**config.mk**
```make
export PLATFORM = sky130hd
export DESIGN_NAME = microwave_ctrl
export DESIGN_NICKNAME = d
export VERILOG_FILES = /design/src/rtl/microwave_pkg.sv /design/src/rtl/microwave_ctrl_tick_prescaler.sv /design/src/rtl/microwave_ctrl.sv
export SDC_FILE = /design/constraint.sdc
export NUM_CORES = 1
export LEC_CHECK = 0
export ABC_AREA = 1
export CAP_MARGIN = 30
export CORE_ASPECT_RATIO = 0.75
export CORE_UTILIZATION = 60
export CTS_BUF_LIST = sky130_fd_sc_hd__clkbuf_8
export CTS_CLUSTER_SIZE = 20
export DETAILED_ROUTE_END_ITERATION = 7
export PLACE_DENSITY_LB_ADDON = 0.25
export SETUP_SLACK_MARGIN = 0.5
export SLEW_MARGIN = 25
export SYNTH_ARGS = -nofsm -noshare
export SYNTH_HDL_FRONTEND = slang
export SYNTH_HIERARCHICAL = 1
export SYNTH_SLANG_ARGS = --single-unit
export TNS_END_PERCENT = 10
```
**constraint.sdc**
```tcl
create_clock -name clock -period 2.7 [get_ports clock]
set_clock_uncertainty 0.05 [all_clocks]
set_input_delay 0.81 -clock clock [delete_from_list [all_inputs] [get_ports clock]]
set_output_delay 0.81 -clock clock [all_outputs]
set_load 0.05 [all_outputs]
```
**src/rtl/microwave_pkg.sv**
```systemverilog
// ---------------------------------------------------------------------------
// microwave_pkg
// Shared definitions for the microwave sequencing controller:
//   - state encoding (3-bit codes visible on state_o)
//   - keypad digit limit
//   - default timing/entry constants used as parameter defaults
// ---------------------------------------------------------------------------
package microwave_pkg;

    typedef enum logic [2:0] {
        ST_IDLE  = 3'd0,
        ST_ENTRY = 3'd1,
        ST_COOK  = 3'd2,
        ST_PAUSE = 3'd3,
        ST_DONE  = 3'd4
    } state_t;

    localparam logic [3:0] DIGIT_MAX = 4'd9;

    localparam int DEF_TICK_DIV   = 50_000_000;
    localparam int DEF_BEEP_SECS  = 3;
    localparam int DEF_MAX_DIGITS = 3;

    // Keypad codes above 9 are function keys or noise, never timer digits.
    function automatic logic is_digit(input logic [3:0] d);
        return (d <= DIGIT_MAX);
    endfunction

endpackage

```
**src/rtl/microwave_ctrl_tick_prescaler.sv**
```systemverilog
// ---------------------------------------------------------------------------
// tick_prescaler
// Divides the system clock down to a one-cycle tick every DIV cycles.
//   clock  : system clock, rising edge
//   clearn : asynchronous active-low reset
//   run    : count enable; when low the counter is held at 0
//   clr    : synchronous clear, wins over run; suppresses the tick
//   tick   : one-cycle pulse in the cycle the counter sits at DIV-1
// ---------------------------------------------------------------------------
module tick_prescaler #(
    parameter int DIV = 4
) (
    input  logic clock,
    input  logic clearn,
    input  logic run,
    input  logic clr,
    output logic tick
);

    localparam int CNT_W = (DIV > 1) ? $clog2(DIV) : 1;
    localparam logic [CNT_W-1:0] TERM = CNT_W'(DIV - 1);

    logic [CNT_W-1:0] count_reg;

    // A clear in the same cycle as terminal count swallows the tick, so a
    // state change never produces a stray decrement or beep step.
    assign tick = run && !clr && (count_reg == TERM);

    always_ff @(posedge clock or negedge clearn) begin
        if (!clearn) begin
            count_reg <= '0;
        end else if (!run || clr || (count_reg == TERM)) begin
            count_reg <= '0;
        end else begin
            count_reg <= count_reg + 1'b1;
        end
    end

endmodule

```
**src/rtl/microwave_ctrl.sv**
```systemverilog
// ---------------------------------------------------------------------------
// microwave_ctrl
// Sequencing controller between the front panel and the M:SS countdown
// timer (mod10/mod6/mod10 chain). Shifts keypad digits into the timer,
// runs the 1 s decrement tick while cooking, gates the magnetron and sounds
// the finish beep.
//   clock        : system clock, rising edge
//   clearn       : asynchronous active-low reset
//   key_valid    : one-cycle strobe qualifying key_data
//   key_data     : keypad code, 0-9 are digits
//   start, stop  : level requests, sampled every cycle (stop wins)
//   door_closed  : 1 = door closed
//   timer_zero   : timer reads 0:00
//   timer_clearn : active-low clear to the timer (follows reset too)
//   timer_loadn  : active-low one-cycle shift/load strobe to the timer
//   timer_data   : digit presented with timer_loadn
//   timer_enable : one-cycle decrement pulse to the timer
//   mag_on       : magnetron enable
//   beep         : done indicator
//   state_o      : current state code
// All outputs except timer_clearn are registered.
// ---------------------------------------------------------------------------
module microwave_ctrl
    import microwave_pkg::*;
#(
    parameter int TICK_DIV   = DEF_TICK_DIV,
    parameter int BEEP_SECS  = DEF_BEEP_SECS,
    parameter int MAX_DIGITS = DEF_MAX_DIGITS
) (
    input  logic       clock,
    input  logic       clearn,
    input  logic       key_valid,
    input  logic [3:0] key_data,
    input  logic       start,
    input  logic       stop,
    input  logic       door_closed,
    input  logic       timer_zero,
    output logic       timer_clearn,
    output logic       timer_loadn,
    output logic [3:0] timer_data,
    output logic       timer_enable,
    output logic       mag_on,
    output logic       beep,
    output logic [2:0] state_o
);

    localparam int DCNT_W = $clog2(MAX_DIGITS + 1);
    localparam int BEEP_W = (BEEP_SECS > 1) ? $clog2(BEEP_SECS) : 1;

    localparam logic [DCNT_W-1:0] DCNT_MAX  = DCNT_W'(MAX_DIGITS);
    localparam logic [BEEP_W-1:0] BEEP_LAST = BEEP_W'(BEEP_SECS - 1);

    state_t              state_reg;
    logic [DCNT_W-1:0]   digit_cnt_reg;
    logic [BEEP_W-1:0]   beep_cnt_reg;
    logic                timer_loadn_reg;
    logic [3:0]          timer_data_reg;
    logic                timer_enable_reg;
    logic                mag_on_reg;
    logic                beep_reg;
    logic                clr_pulse_reg;

    logic                key_ok;
    logic                prescale_run;
    logic                prescale_clr;
    logic                tick;

    assign key_ok = key_valid && is_digit(key_data) && (digit_cnt_reg < DCNT_MAX);

    // The prescaler only runs while cooking or beeping. It must read 0 in
    // the first cycle of every state, so the exits that happen off terminal
    // count (cook -> pause/done, done aborted) clear it explicitly; every
    // other exit lands in a held state or coincides with the wrap to 0.
    assign prescale_run = (state_reg == ST_COOK) || (state_reg == ST_DONE);
    assign prescale_clr = ((state_reg == ST_COOK) && (stop || !door_closed || timer_zero)) ||
                          ((state_reg == ST_DONE) && (stop || !door_closed));

    tick_prescaler #(
        .DIV (TICK_DIV)
    ) u_tick (
        .clock  (clock),
        .clearn (clearn),
        .run    (prescale_run),
        .clr    (prescale_clr),
        .tick   (tick)
    );

    always_ff @(posedge clock or negedge clearn) begin
        if (!clearn) begin
            state_reg        <= ST_IDLE;
            digit_cnt_reg    <= '0;
            beep_cnt_reg     <= '0;
            timer_loadn_reg  <= 1'b1;
            timer_data_reg   <= 4'd0;
            timer_enable_reg <= 1'b0;
            mag_on_reg       <= 1'b0;
            beep_reg         <= 1'b0;
            clr_pulse_reg    <= 1'b0;
        end else begin
            // Strobes are single-cycle unless re-armed below.
            timer_loadn_reg  <= 1'b1;
            timer_enable_reg <= 1'b0;
            clr_pulse_reg    <= 1'b0;

            case (state_reg)
                ST_IDLE, ST_ENTRY: begin
                    if ((state_reg == ST_ENTRY) && stop) begin
                        clr_pulse_reg <= 1'b1;
                        digit_cnt_reg <= '0;
                        state_reg     <= ST_IDLE;
                    end else if ((state_reg == ST_ENTRY) && start) begin
                        // A start request consumes the cycle: any key
                        // arriving with it is dropped even if the start
                        // itself is refused (door open or 0:00 loaded).
                        if (door_closed && !timer_zero) begin
                            state_reg  <= ST_COOK;
                            mag_on_reg <= 1'b1;
                        end
                    end else if (key_ok) begin
                        timer_data_reg  <= key_data;
                        timer_loadn_reg <= 1'b0;
                        digit_cnt_reg   <= digit_cnt_reg + 1'b1;
                        state_reg       <= ST_ENTRY;
                    end
                end

                ST_COOK: begin
                    if (stop || !door_closed) begin
                        state_reg  <= ST_PAUSE;
                        mag_on_reg <= 1'b0;
                    end else if (timer_zero) begin
                        state_reg    <= ST_DONE;
                        mag_on_reg   <= 1'b0;
                        beep_reg     <= 1'b1;
                        beep_cnt_reg <= '0;
                    end else if (tick) begin
                        // timer_zero is known low here, so the timer can
                        // never be asked to wrap from 0:00 to 9:59.
                        timer_enable_reg <= 1'b1;
                    end
                end

                ST_PAUSE: begin
                    if (stop) begin
                        clr_pulse_reg <= 1'b1;
                        digit_cnt_reg <= '0;
                        state_reg     <= ST_IDLE;
                    end else if (start && door_closed) begin
                        state_reg  <= ST_COOK;
                        mag_on_reg <= 1'b1;
                    end
                end

                ST_DONE: begin
                    if (stop || !door_closed) begin
                        beep_reg      <= 1'b0;
                        digit_cnt_reg <= '0;
                        state_reg     <= ST_IDLE;
                    end else if (tick) begin
                        if (beep_cnt_reg == BEEP_LAST) begin
                            beep_reg      <= 1'b0;
                            digit_cnt_reg <= '0;
                            state_reg     <= ST_IDLE;
                        end else begin
                            beep_cnt_reg <= beep_cnt_reg + 1'b1;
                        end
                    end
                end

                default: begin
                    state_reg  <= ST_IDLE;
                    mag_on_reg <= 1'b0;
                    beep_reg   <= 1'b0;
                end
            endcase
        end
    end

    // The clear is combinational with reset so the timer is wiped the
    // moment clearn falls, not one clock later.
    assign timer_clearn = clearn & ~clr_pulse_reg;
    assign timer_loadn  = timer_loadn_reg;
    assign timer_data   = timer_data_reg;
    assign timer_enable = timer_enable_reg;
    assign mag_on       = mag_on_reg;
    assign beep         = beep_reg;
    assign state_o      = state_reg;

endmodule
```
== Word-level counts from Yosys, hierarchy flattened ==
Cells that the tools add are included.

* Input bits: 11
* Logic and storage cells: 129
* Bits in registers: 42

* Eq/ne operators: 25
* Add/sub/neg operators: 3
* Mux-type cells: 52
* Reductions and logical operators: 31
* Magnitude comparators: 2
* Bitwise logic cells: 6

{| class="wikitable"
|+ Operators with widths
! operator !! number
|-
| 3-bit two-way mux || 11
|-
| 26-bit by 1-bit adder with 26-bit output, second input constant || 1
|-
| 26-bit == test, second input constant || 1
|-
| 26-bit two-way mux || 1
|-
| 2-bit two-way mux || 12
|-
| 1-bit two-way mux || 22
|-
| 2-bit inequality test, second input constant || 11
|-
| 6-bit AND reduction || 3
|-
| 3-bit inequality test, second input constant || 4
|-
| 3-bit one-hot mux with 4 select lines || 1
|-
| 1-bit logical AND || 10
|-
| 4-bit inequality test, second input constant || 2
|-
| 7-bit AND reduction || 1
|-
| 3-bit by 2-bit == test with 1-bit output, second input constant || 2
|-
| 1-bit logical OR || 6
|-
| 3-bit by 2-bit inequality test with 1-bit output, second input constant || 2
|-
| 2-bit one-hot mux with 3 select lines || 1
|-
| 1-bit inverter || 5
|-
| 5-bit AND reduction || 1
|-
| 2-bit by 1-bit adder with 2-bit output, second input constant || 2
|-
| 4-bit less-or-equal comparator, second input constant || 1
|-
| 1-bit logical NOT || 4
|-
| 1-bit one-hot mux with 4 select lines || 1
|-
| 2-bit one-hot mux with 2 select lines || 1
|-
| other kinds (13) || 13
|}

== Longest topological paths before layout ==
Gate-level depths: netlist of the first run.

* Depth in word-level cells: 12
* Gate-level depth with buffers: 16
* Depth with buffers taken out: 16

== By module ==
The synthesis of the first run kept the hierarchy.

{| class="wikitable"
|+ By module, submodules not included
! module !! cells each !! sequential area each (um2) !! area each (um2) !! times used
|-
| tick_prescaler || 233 || 650.6 || 1,606.5 || 1
|-
| microwave_ctrl || 144 || 401.6 || 1,012.2 || 1
|}

== Worst setup path after synthesis of the first run ==
No wires, ideal clock.

* Path type: input-to-output
* Start point: input port clearn
* End point: output port timer_clearn
* Buffers on the path: 0
* Data arrival time: 1.476 ns
* Data required time: 1.840 ns
* Slack: 0.364 ns
* Cell stages on the path: 2
* Cell sequence: inv_1 nor2_1

* Word-level cells in the longest chain between the ends: 1

{| class="wikitable"
|+ Ends and longest elaborated chain
! item !! line !! RTL
|-
| start, declared || microwave_ctrl.sv:31 || <nowiki>input logic clearn,</nowiki>
|-
| 1-bit AND || microwave_ctrl.sv:181 || <nowiki>assign timer_clearn = clearn & ~clr_pulse_reg;</nowiki>
|-
| end, declared || microwave_ctrl.sv:38 || <nowiki>output logic timer_clearn,</nowiki>
|}

No other way between the ends.

== Worst setup path after layout of the first run ==
* Start point: register mag_on_reg (netlist: mag_on)
* End point: output port mag_on

{| class="wikitable"
|+ RTL lines
! item !! line !! RTL
|-
| start, declared || microwave_ctrl.sv:59 || <nowiki>logic mag_on_reg;</nowiki>
|-
| start signal, assigned || microwave_ctrl.sv:96 || <nowiki>mag_on_reg <= 1'b0;</nowiki>
|-
| start signal, assigned || microwave_ctrl.sv:117 || <nowiki>mag_on_reg <= 1'b1;</nowiki>
|-
| start signal, assigned || microwave_ctrl.sv:130 || <nowiki>mag_on_reg <= 1'b0;</nowiki>
|-
| end, declared || microwave_ctrl.sv:42 || <nowiki>output logic mag_on,</nowiki>
|}

No word-level cell between the ends.

==> qor.log, run 1 <==
qor: status.run_status finished, final reports clean
qor: clock_tree.numClockSinks 42
qor: critical_path.reg2reg_setup_slack 0.64 ns
qor: global_routing.grt_first_pass_wirelength 10100 um
qor: detailed_routing.detail_route.first_pass.iterations 5
qor: timing.timing.final.setup_violations 0
qor: power.netSwitchingFraction 0.402
qor: die.die-height 59.2 um
qor: critical_path.crit_slowest_cell sky130_fd_sc_hd__clkdlybuf4s50_1
qor: critical_path.path_max_fanout 2
qor: clock_tree.clk_transition_reported_paths 0.07 ns
qor: critical_path.cp_cell_sequence clkdlybuf4s50_1
qor: power.leakagePower 0.00143 uW
qor: die.start_util 0.634
qor: logic_synthesis.synth_largest_area_cell sky130_fd_sc_hd__dfrtp_1
qor: critical_path.number_of_cells_on_the_critical_path 1
qor: timing.final_min_period_over_clock_period 0.857
qor: logic_synthesis.number_of_warnings_printed_during_yosys_synthesis 6
qor: run.drv.max_cap_violation_count 0
qor: critical_path.timing.critical_path.from_type flip-flop
qor: logic_synthesis.synth_largest_type_area_fraction 0.392
qor: place.gp_congestion 0.949
qor: global_routing.pin_count_of_the_biggest_net_entering_global_routing 43
qor: logic_synthesis.synth_enable_flop_cells 0
qor: critical_path.cp_data_arrival_time 1.45 ns
qor: timing.max_slew.worst_pin.slew 0.705 ns
qor: power.irDropWorstVdd 0.583 mV
qor: layout.final_core_util 0.755
qor: clock_tree.clock_latency_on_the_worst_skew_pair 0.29 ns
qor: clock_tree.tritoncts_buffer_count 5
qor: critical_path.largest_delay_contributor_family_on_the_critical_path buffers and inverters
qor: place.numPortBuffers 22
qor: logic_synthesis.syn_area 0.00262 mm2
qor: critical_path.critPathLaunch mag_on
qor: logic_synthesis.ys_seq_area_frac 0.402
qor: die.die_width 78.3 um
qor: timing.slew-limit-headroom 0.528
qor: clock_tree.h_tree_levels 2
qor: logic_synthesis.yosys_register_bits 42
qor: detailed_routing.route.detailed.drc 0
qor: detailed_routing.via_per_inst 5.20
qor: critical_path.timing.setup.critical_path_class reg2out
qor: timing.grt_setup_unrepaired yes
qor: die.core.rowCount 20
qor: critical_path.cp_slowest_stage_delay 0.80 ns
qor: die.ios 23
qor: timing.slew_viol_final 0
qor: place.post_dp_cell_area 0.00295 mm2
qor: power.switchingPower 874 uW
qor: die.floorplan.core_area 0.00413 mm2
qor: global_routing.overflow 0
qor: detailed_routing.detailroute.via_count 2444
qor: logic_synthesis.synthCells 377
qor: logic_synthesis.number_of_library_cell_types_mapped_by_synthesis 27
qor: die.die_footprint 0.00464 mm2
qor: power.int_power 1300 uW
qor: critical_path.timing.critical_path.buf_inv 1
qor: critical_path.crit_required 1.84 ns
qor: clock_tree.cts_hold_repair.buffers 0
qor: detailed_routing.route.antenna.remaining_nets 0
qor: power.power.density_cell_area 696 mW/mm2
qor: layout.diodes 0
qor: global_routing.grt_pass1_vias 2172
qor: layout.final_design_area_no_fill 0.00312 mm2
qor: detailed_routing.detailedRoute.firstIterationViolations 255
qor: logic_synthesis.synthFlopType sky130_fd_sc_hd__dfrtp_1
qor: logic_synthesis.syn-num-nets 392
qor: logic_synthesis.synth_top_cells_by_count 117 x sky130_fd_sc_hd__nand2_1, 82 x sky130_fd_sc_hd__nor2_1, 41 x sky130_fd_sc_hd__dfrtp_1
qor: worst_hold_path.worst_hold_path_type reg2reg
qor: layout.nets 429
qor: critical_path.worstSetupEndpoint mag_on
qor: clock_tree.cts-root-buf sky130_fd_sc_hd__clkbuf_8
qor: clock_tree.cts_tree done
qor: timing.report.final.hold_viol_count 0
qor: critical_path.cp-end-kind output port
qor: detailed_routing.wl_per_cell 12.8 um
qor: logic_synthesis.netlist_top_cells_area sky130_fd_sc_hd__dfrtp_1 39%, sky130_fd_sc_hd__nand2_1 17%, sky130_fd_sc_hd__nor2_1 12%
qor: layout.proportion_of_layout_cells_with_a_drive_suffix_above_1 0.152
qor: power.total_power 2170 uW
qor: critical_path.reg2reg_to digit_cnt_reg[0]
qor: timing.fin_hold_ws 0.440 ns
qor: logic_synthesis.yosys.cell_count.top_type sky130_fd_sc_hd__nand2_1
qor: logic_synthesis.synth.avg_cell_area 6.95 um2
qor: critical_path.reg2regPathDepth 16
qor: global_routing.grt_usage 0.293
qor: critical_path.worst_r2r_startpoint state_o[2]
qor: power.p_comb_frac 0.406
qor: global_routing.initial_antenna_violation_count 0
qor: power.p_seq_frac 0.362
qor: place.hpwl 4470 um
qor: logic_synthesis.synthArstFlopShare 1.00
qor: worst_hold_path.min_delay_path_depth 2
qor: power.clock_power_share 0.232
qor: detailed_routing.finalWirelength 6000 um
qor: timing.max_freq 432 MHz
qor: layout.largest_register_ff_count 26
qor: timing.timing.final.crit_period 2.31 ns
qor: layout.synthToLayoutAreaGrowth 19.1%
qor: clock_tree.clock_path_buffers 2
cell type report:
cell class              count  area (um2)
clock inverters             2        33.8
flip-flops and latches     42        1060
inverters                  45         171
repair buffers             32         298
well taps                  55        68.8
multi-input cells         288        1410
clock buffers               6        82.6
fillers                   321        1010
layer usage:
layer  track usage  routed length, um  vias up
met5             0                  0        -
met4        0.0794                 60        0
met3        0.0600                365        6
met2         0.454               2580       77
met1         0.423               2990     1127
li1              -                  -     1234
kinds of logic after synthesis:
logic type                 count (synthesis)  share of synthesized area
xor gates and xnor gates                  14                     0.0468
AOI/OAI and AO/OA                         12                     0.0291
and+or+nand+nor                          258                      0.430
adders and majority gates                  4                     0.0191
buffers and inverters                     47                     0.0731
DFF                                       42                      0.402
worst min path at each step:
stage | slack (ns) | end | start
5_1_grt | 0.48 | timer_data[2] | timer_data[2]
6_report | 0.44 | timer_data[3] | timer_data[3]
4_1_cts | 0.44 | digit_cnt_reg[1] | digit_cnt_reg[1]
3_3_place_gp | 0.40 | timer_data[3] | timer_data[3]
3_5_place_dp | 0.41 | timer_data[3] | timer_data[3]
2_1_floorplan | 0.40 | digit_cnt_reg[1] | digit_cnt_reg[1]
timing repair:
item | 4_1_cts | 5_1_grt
setup endpoints to repair | 19 | 27
gates resized for setup | 5 | 19
pin swaps | 0 | 4
buffers inserted | 0 | 3
power by group through the flow:
stage | sequential (uW) | clock, uW | combinational (uW)
finish | 787 | 503 | 882
global route | 796 | 537 | 967
CTS | 779 | 515 | 855
detailed placement | 790 | 0 | 860
global placement | 788 | 0 | 834
floorplan | 981 | 0 | 417
through the flow:
stage	TNS [ns]	instances	setup WS (ns)
4_1_cts	0	467	0.250
3_5_place_dp	-0.558	459	-0.135
3_3_place_gp	-0.00176	459	-0.00102
2_1_floorplan	0	377	0.488
5_1_grt	0	470	0.342
6_report	0	470	0.386
cells in the final DEF (no fill, tap or decap), types with 4 or more instances in the layout:
| master | count |
|---|---|
| sky130_fd_sc_hd__dfrtp_1 | 38 |
| sky130_fd_sc_hd__inv_1 | 35 |
| sky130_fd_sc_hd__dlygate4sd2_1 | 4 |
| sky130_fd_sc_hd__nand4_1 | 7 |
| sky130_fd_sc_hd__nand2_1 | 116 |
| sky130_fd_sc_hd__nor2_4 | 5 |
| sky130_fd_sc_hd__clkbuf_8 | 6 |
| sky130_fd_sc_hd__nand3_1 | 25 |
| sky130_fd_sc_hd__nand2_2 | 7 |
| sky130_fd_sc_hd__xor2_1 | 8 |
| sky130_fd_sc_hd__xnor2_1 | 6 |
| sky130_fd_sc_hd__ha_1 | 4 |
| sky130_fd_sc_hd__inv_2 | 10 |
| sky130_fd_sc_hd__buf_4 | 10 |
| sky130_fd_sc_hd__nor2_2 | 8 |
| sky130_fd_sc_hd__clkdlybuf4s50_1 | 12 |
| sky130_fd_sc_hd__o21ai_1 | 4 |
| sky130_fd_sc_hd__nor2_1 | 78 |
Note: power is estimated with default switching activity, not from simulation.
==> run 2, diff against run 1 <==
Settings changed: CORE_UTILIZATION 60 to 54, GPL_TIMING_DRIVEN from default to 0.
Clock period 2.7 ns to 2.02 ns, I/O delays scaled along.
==> qor.log, run 2 (synthesis results as in run 1) <==
qor: layout.nFillCells 310 [-3.4%]
qor: timing.fin_hold_ws 0.0754 ns [-0.365 ns]
qor: detailed_routing.route.antenna.remaining_nets 0 [unchanged]
qor: layout.nets 463 [+7.9%]
qor: clock_tree.cts_tree done
qor: critical_path.timing.setup.critical_path_class reg2reg
qor: detailed_routing.route.detailed.drc 0 [unchanged]
qor: layout.commonest_cells_after_routing_fill_and_taps_aside 112 x sky130_fd_sc_hd__nand2_1, 73 x sky130_fd_sc_hd__nor2_1, 42 x sky130_fd_sc_hd__buf_4, 34 x sky130_fd_sc_hd__dfrtp_1, 32 x sky130_fd_sc_hd__inv_1
qor: timing.slew_viol_final 0 [unchanged]
qor: layout.sequential_cell_area 0.00106 mm2 [+0.71%]
qor: timing.timing.final.setup_violations 0 [unchanged]
qor: layout.synthToLayoutAreaGrowth 34.8%
qor: layout.largest_register_ff_count 26 [unchanged]
qor: die.floorplan.core_area 0.00455 mm2 [+10%]
qor: clock_tree.clock_path_buffers 2 [unchanged]
qor: layout.proportion_of_layout_cells_with_a_drive_suffix_above_1 0.276 [+0.124]
qor: global_routing.grt_pass1_vias 2529 [+16%]
qor: layout.mostFrequentLayoutCell sky130_fd_sc_hd__nand2_1
qor: critical_path.reg2reg_to digit_cnt_reg[0]
qor: layout.diodes 0 [unchanged]
qor: die.die_width 82.4 um [+5.3%]
qor: timing.report.final.hold_viol_count 0 [unchanged]
qor: clock_tree.clk_transition_reported_paths 0.09 ns [+0.02 ns]
qor: timing.grt_setup_unrepaired yes
qor: clock_tree.h_tree_levels 2 [unchanged]
qor: timing.final_min_period_over_clock_period 0.951
qor: timing.timing.final.crit_period 1.92 ns
qor: critical_path.cp_data_arrival_time 2.07 ns [+0.62 ns]
qor: timing.finalWorstSetupSlack 0.0980 ns [-0.288 ns]
qor: timing.max_freq 520 MHz
qor: place.dpl_worst_slack -0.724 ns [-0.590 ns]
qor: place.hpwl 4410 um [-1.2%]
qor: die.die-height 62.3 um [+5.2%]
qor: critical_path.cp_cell_sequence clkinv_4, nand3_4, nand2_4, inv_4, nor2_4, inv_2, nor2_4, nand2_2, inv_2, nor2_2, nand2_4, nand2_4, nor2_4, nand2_2, nand2_1, nand2_1
qor: die.core.rowCount 21 [+5.0%]
qor: critical_path.timing.critical_path.from_type flip-flop
qor: critical_path.crit_slowest_cell sky130_fd_sc_hd__dfrtp_4
qor: global_routing.overflow 0 [unchanged]
qor: critical_path.cp_slowest_stage_delay 0.54 ns [-0.26 ns]
qor: global_routing.pin_count_of_the_biggest_net_entering_global_routing 24 [-44%]
qor: place.gp_congestion 0.936 [-1.4%]
qor: clock_tree.clock_latency_on_the_worst_skew_pair 0.30 ns [about the same]
qor: detailed_routing.finalWirelength 7420 um [+24%]
qor: detailed_routing.detailroute.via_count 2772 [+13%]
qor: clock_tree.cts-root-buf sky130_fd_sc_hd__clkbuf_8
qor: power.power.density_cell_area 909 mW/mm2 [+31%]
qor: layout.multi_input_area 0.00151 mm2 [+7.6%]
qor: critical_path.crit_required 2.17 ns [+0.33 ns]
qor: detailed_routing.wl_per_cell 14.7 um [+15%]
qor: critical_path.reg2reg_setup_slack 0.1 ns [-0.54 ns]
qor: critical_path.path_max_fanout 5 [+3]
qor: power.irDropWorstVdd 0.691 mV [+19%]
qor: die.ios 23 [unchanged]
qor: die.start_util 0.576 [-0.0581]
qor: worst_hold_path.worst_hold_path_type in2async
qor: place.post_dp_cell_area 0.00299 mm2 [+1.4%]
qor: critical_path.reg2regPathDepth 16 [unchanged]
qor: power.leakagePower 0.00161 uW [+13%]
qor: global_routing.initial_antenna_violation_count 0 [unchanged]
qor: clock_tree.numClockSinks 42 [unchanged]
qor: detailed_routing.via_per_inst 5.48 [+5.4%]
qor: place.numPortBuffers 22 [unchanged]
qor: timing.max_slew.worst_pin.slew 0.488 ns [-0.216 ns]
qor: detailed_routing.detailedRoute.firstIterationViolations 292 [+15%]
qor: timing.fin_tns_setup 0 ns [unchanged]
qor: critical_path.cp-end-kind flip-flop
qor: timing.slew-limit-headroom 0.676 [+0.147]
qor: critical_path.worst_r2r_startpoint state_o[1]
qor: die.die_footprint 0.00513 mm2 [+11%]
qor: layout.final_design_area_no_fill 0.00353 mm2 [+13%]
qor: status.run_status finished, final reports clean
qor: run.drv.max_cap_violation_count 0 [unchanged]
qor: clock_tree.tritoncts_buffer_count 5 [unchanged]
qor: global_routing.grt_first_pass_wirelength 11700 um [+15%]
qor: global_routing.grt_usage 0.302 [+0.00844]
qor: detailed_routing.detail_route.first_pass.iterations 5 [unchanged]
[run 2: cell types whose count changed in the layout (fill, tap and decap cells not counted), moves of 3 or more]
cell	before	now
sky130_fd_sc_hd__nand2_1	116	112
sky130_fd_sc_hd__inv_1	35	32
sky130_fd_sc_hd__dfrtp_1	38	34
sky130_fd_sc_hd__dfrtp_2	3	6
sky130_fd_sc_hd__clkdlybuf4s15_2	0	3
sky130_fd_sc_hd__clkdlybuf4s50_1	12	6
sky130_fd_sc_hd__buf_4	10	42
sky130_fd_sc_hd__nor2_1	78	73
sky130_fd_sc_hd__nand3_1	25	22
sky130_fd_sc_hd__dlymetal6s2s_1	3	0
sky130_fd_sc_hd__nor2_4	5	11
[run 2: how the worst max path moves through the flow]
| stage | start | end | slack [ns] | cells after the start |
|---|---|---|---|---|
| 2_1_floorplan | state_o[1] | digit_cnt_reg[0] | 0.12 | 16 |
| 3_3_place_gp | clearn | timer_clearn | -2.21 | 4 |
| 3_5_place_dp | door_closed | digit_cnt_reg[0] | -0.72 | 16 |
| 4_1_cts | timer_data[1] | timer_data[1] | 0.17 | 1 |
| 5_1_grt | state_o[1] | digit_cnt_reg[1] | -0.0008 | 16 |
| 6_report | state_o[1] | digit_cnt_reg[0] | 0.1 | 16 |
[run 2: per-layer routing]
metal	track usage	up-vias	part of all wire
met3	0.0676	29	0.10
met2	0.458	175	0.45
met1	0.424	1264	0.41
met5	0	-	0
met4	0.0921	0	0.029
li1	-	1304	-
[run 2: where the power goes]
part / total, uW / internal (uW) / switching (uW)
Sequential: 1040 / 957 / 84.9
Clock: 816 / 496 / 321
Combinational: 1350 / 461 / 890
[run 2: timing repair]
action / in CTS / in global routing
endpoints found under the hold margin: 0 / 0
pin swaps: 13 / 11
hold buffers: 0 / 0
gates resized for setup: 64 / 12
buffers inserted: 31 / 10
endpoints found under the setup margin: 52 / 53
[run 2: per-stage QoR]
stage,std cells,utilization,power [uW]
2_1_floorplan,377,-,1920
3_3_place_gp,456,0.652,2220
3_5_place_dp,457,0.657,2250
4_1_cts,496,0.752,3140
5_1_grt,506,0.776,3390
6_report,506,0.776,3210
[run 2: layout make-up]
class / instances / area share
buffer: 2 / 0.00638
clock buffer: 5 / 0.0195
clock inverter: 3 / 0.0195
inverter: 45 / 0.0514
multi-input combinational: 288 / 0.429
sequential: 42 / 0.301
tap: 57 / 0.0202
timing repair buffer: 64 / 0.153
[run 2: critical path, delay by kind of cell (launching register included)]
family / cells / cell delay (ns)
flops: 1 / 0.54
simple gates: 12 / 1.01
buf+inv: 4 / 0.23
==> run 3, diff against run 2 <==
Settings changed: CORE_UTILIZATION 54 to 52, CTS_BUF_LIST sky130_fd_sc_hd__clkbuf_8 to default.
==> qor.log, run 3 (synthesis results as in run 1) <==
qor: global_routing.grt_first_pass_wirelength 10300 um [-12%]
qor: detailed_routing.route.antenna.remaining_nets 0 [unchanged]
qor: critical_path.timing.setup.critical_path_class reg2reg
qor: timing.slew_viol_final 0 [unchanged]
qor: critical_path.path_max_fanout 5 [unchanged]
qor: detailed_routing.wl_per_cell 13.4 um [-8.8%]
qor: die.die_footprint 0.00533 mm2 [+3.7%]
qor: clock_tree.clk_transition_reported_paths 0.08 ns [about the same]
qor: die.ios 23 [unchanged]
qor: detailed_routing.via_per_inst 5.25 [-4.2%]
qor: layout.final_design_area_no_fill 0.00360 mm2 [+1.9%]
qor: die.start_util 0.563 [-0.0130]
qor: global_routing.initial_antenna_violation_count 0 [unchanged]
qor: clock_tree.clock_path_buffers 2 [unchanged]
qor: layout.synthToLayoutAreaGrowth 37.4%
qor: clock_tree.cts_hold_repair.buffers 0 [unchanged]
qor: place.dpl_worst_slack -0.746 ns [-0.0216 ns]
qor: critical_path.reg2regPathDepth 14 [-2]
qor: timing.grt_setup_unrepaired yes
qor: timing.finalWorstSetupSlack 0.0369 ns [-0.0611 ns]
qor: layout.nFillCells 304 [-1.9%]
qor: timing.final_min_period_over_clock_period 0.982 [+0.0303]
qor: detailed_routing.finalWirelength 6660 um [-10%]
qor: critical_path.worst_r2r_startpoint u_tick/count_reg[7]
qor: layout.diodes 0 [unchanged]
qor: global_routing.grt_usage 0.248 [-0.0533]
qor: die.floorplan.core_area 0.00465 mm2 [+2.3%]
qor: layout.proportion_of_layout_cells_with_a_drive_suffix_above_1 0.329 [+0.0526]
qor: place.gp_congestion 0.935 [about the same]
qor: worst_hold_path.worst_hold_path_type in2async
qor: critical_path.cp_slowest_stage_delay 0.45 ns [-0.09 ns]
qor: power.p_comb_frac 0.467 [+0.046]
qor: critical_path.reg2reg_to digit_cnt_reg[0]
qor: critical_path.cp_cell_sequence nor3_2, nand2_2, nor2_2, nand4_1, nor2_4, nand2_2, inv_2, nor2_2, nand2_4, nand2_4, nor2_4, nand2_2, nand2_1, nand2_1
qor: place.post_dp_cell_area 0.00299 mm2 [unchanged]
qor: critical_path.crit_required 2.16 ns [about the same]
qor: critical_path.crit_slowest_cell sky130_fd_sc_hd__dfrtp_2
qor: layout.commonest_cells_after_routing_fill_and_taps_aside 102 x sky130_fd_sc_hd__nand2_1, 60 x sky130_fd_sc_hd__nor2_1, 35 x sky130_fd_sc_hd__dfrtp_1, 33 x sky130_fd_sc_hd__buf_4, 31 x sky130_fd_sc_hd__inv_1
qor: place.place.detailed.instances 457 [unchanged]
qor: global_routing.grt_pass1_vias 2174 [-14%]
qor: timing.max_slew.worst_pin.slew 0.444 ns [-0.0442 ns]
qor: detailed_routing.detail_route.first_pass.iterations 7 [+2]
qor: layout.mostFrequentLayoutCell sky130_fd_sc_hd__nand2_1
qor: run.drv.max_cap_violation_count 0 [unchanged]
qor: die.core.rowCount 21 [unchanged]
qor: detailed_routing.detailroute.via_count 2613 [-5.7%]
qor: clock_tree.cts_tree done
qor: global_routing.pin_count_of_the_biggest_net_entering_global_routing 23 [-4.2%]
qor: critical_path.cp-end-kind flip-flop
qor: detailed_routing.route.detailed.drc 8 [+8]
qor: power.p_seq_frac 0.352 [+0.027]
qor: global_routing.overflow 0 [unchanged]
qor: timing.timing.final.crit_period 1.98 ns [+0.0611 ns]
qor: critical_path.critical_path.most_common_cell sky130_fd_sc_hd__nand2_2
qor: power.netSwitchingFraction 0.416 [+0.0126]
qor: timing.max_freq 504 MHz [-3.1%]
qor: clock_tree.numClockSinks 42 [unchanged]
qor: power.switchingPower 1280 uW [-1.4%]
qor: critical_path.timing.critical_path.from_type flip-flop
qor: power.power.density_cell_area 853 mW/mm2 [-6.1%]
qor: power.int_power 1790 uW [-6.4%]
qor: detailed_routing.detailedRoute.firstIterationViolations 277 [-5.1%]
qor: layout.final-instance-count-excl-fill 498 [-1.6%]
qor: critical_path.timing.critical_path.buf_inv 1 [-3]
qor: status.run_status complete, but fails checks
qor: critical_path.cp_data_arrival_time 2.12 ns [+0.05 ns]
qor: die.die_width 83.9 um [+1.9%]
qor: layout.final_core_util 0.773 [-0.00302]
qor: timing.report.final.hold_viol_count 0 [unchanged]
qor: layout.largest_register_ff_count 26 [unchanged]
qor: clock_tree.cts-root-buf sky130_fd_sc_hd__clkbuf_8
qor: layout.nets 455 [-1.7%]
qor: status.violations design-rule violations
qor: power.clock_power_share 0.181 [-0.073]
qor: place.numPortBuffers 22 [unchanged]
qor: power.leakagePower 0.00159 uW [-0.82%]
qor: clock_tree.clock_latency_on_the_worst_skew_pair 0.29 ns [about the same]
qor: power.irDropWorstVdd 0.415 mV [-40%]
qor: die.die-height 63.5 um [+1.8%]
qor: timing.slew-limit-headroom 0.702 [+0.0259]
qor: timing.timing.final.setup_violations 0 [unchanged]
qor: clock_tree.tritoncts_buffer_count 5 [unchanged]
qor: critical_path.reg2reg_setup_slack 0.04 ns [-0.06 ns]
qor: critical_path.largest_delay_contributor_family_on_the_critical_path simple AND/OR/NAND/NOR gates
qor: clock_tree.h_tree_levels 2 [unchanged]
qor: place.hpwl 4490 um [+1.8%]
[run 3: layer usage]
| metal | part of all wire | up-vias | wire, um | GRT usage |
|---|---|---|---|---|
| li1 | - | 1288 | - | - |
| met5 | 0 | - | 0 | 0 |
| met3 | 0.078 | 11 | 522 | 0.0550 |
| met1 | 0.46 | 1216 | 3070 | 0.376 |
| met4 | 0.013 | 0 | 89 | 0.0647 |
| met2 | 0.45 | 98 | 2980 | 0.357 |
[run 3: worst max path at each step]
stage / startpoint / endpoint / slack [ns] / cells past startpoint
after floorplan: state_o[1] / digit_cnt_reg[0] / 0.12 / 16
after global placement: clearn / timer_clearn / -2.26 / 4
after detailed placement: clearn / timer_clearn / -0.75 / 4
after CTS: state_o[1] / digit_cnt_reg[0] / 0.16 / 15
after global routing: u_tick/count_reg[7] / digit_cnt_reg[1] / -0.12 / 14
final: u_tick/count_reg[7] / digit_cnt_reg[0] / 0.04 / 14
[run 3: per-stage QoR]
step / hold WS, ns / total power [uW] / TNS (ns)
2_1_floorplan: 0.260 / 1920 / 0
3_3_place_gp: 0.405 / 2220 / -46.49
3_5_place_dp: 0.409 / 2250 / -9.63
4_1_cts: 0.0822 / 2860 / 0
5_1_grt: 0.0682 / 3270 / -0.455
6_report: 0.0769 / 3070 / 0
[run 3: worst register-to-register path: stages, from the launching register on]
cell and delay [ns]:
sky130_fd_sc_hd__dfrtp_2 0.45, sky130_fd_sc_hd__nor3_2 0.24, sky130_fd_sc_hd__nand2_2 0.08, sky130_fd_sc_hd__nor2_2 0.13, sky130_fd_sc_hd__nand4_1 0.15, sky130_fd_sc_hd__nor2_4 0.17
sky130_fd_sc_hd__nand2_2 0.08, sky130_fd_sc_hd__inv_2 0.06, sky130_fd_sc_hd__nor2_2 0.04, sky130_fd_sc_hd__nand2_4 0.09, sky130_fd_sc_hd__nand2_4 0.06, sky130_fd_sc_hd__nor2_4 0.13
sky130_fd_sc_hd__nand2_2 0.06, sky130_fd_sc_hd__nand2_1 0.05, sky130_fd_sc_hd__nand2_1 0.04
[run 3: power by group through the flow]
stage | logic [uW] | clock network (uW) | registers (uW)
after CTS | 1230 | 572 | 1050
after global routing | 1560 | 611 | 1100
after detailed placement | 1170 | 0 | 1080
after global placement | 1150 | 0 | 1070
after floorplan | 593 | 0 | 1330
final | 1430 | 555 | 1080
[run 3: what timing repair did]
action | CTS | global route
pin swaps | 13 | 31
resized for setup | 51 | 125
setup buffers | 13 | 20
hold endpoints to repair | 0 | 0
endpoints found under the setup margin | 52 | 53
[run 3: area by class of cell]
cell class                      count  area, um2  share of cell area
Tap cell                           57       71.3              0.0198
Sequential cell                    42       1060               0.295
Inverter                           45        194              0.0539
Multi-Input combinational cell    288       1600               0.446
Buffer                              2       31.3             0.00870
Clock inverter                      1       5.00             0.00139
Clock buffer                        7       86.3              0.0240
Timing Repair Buffer               56        543               0.151
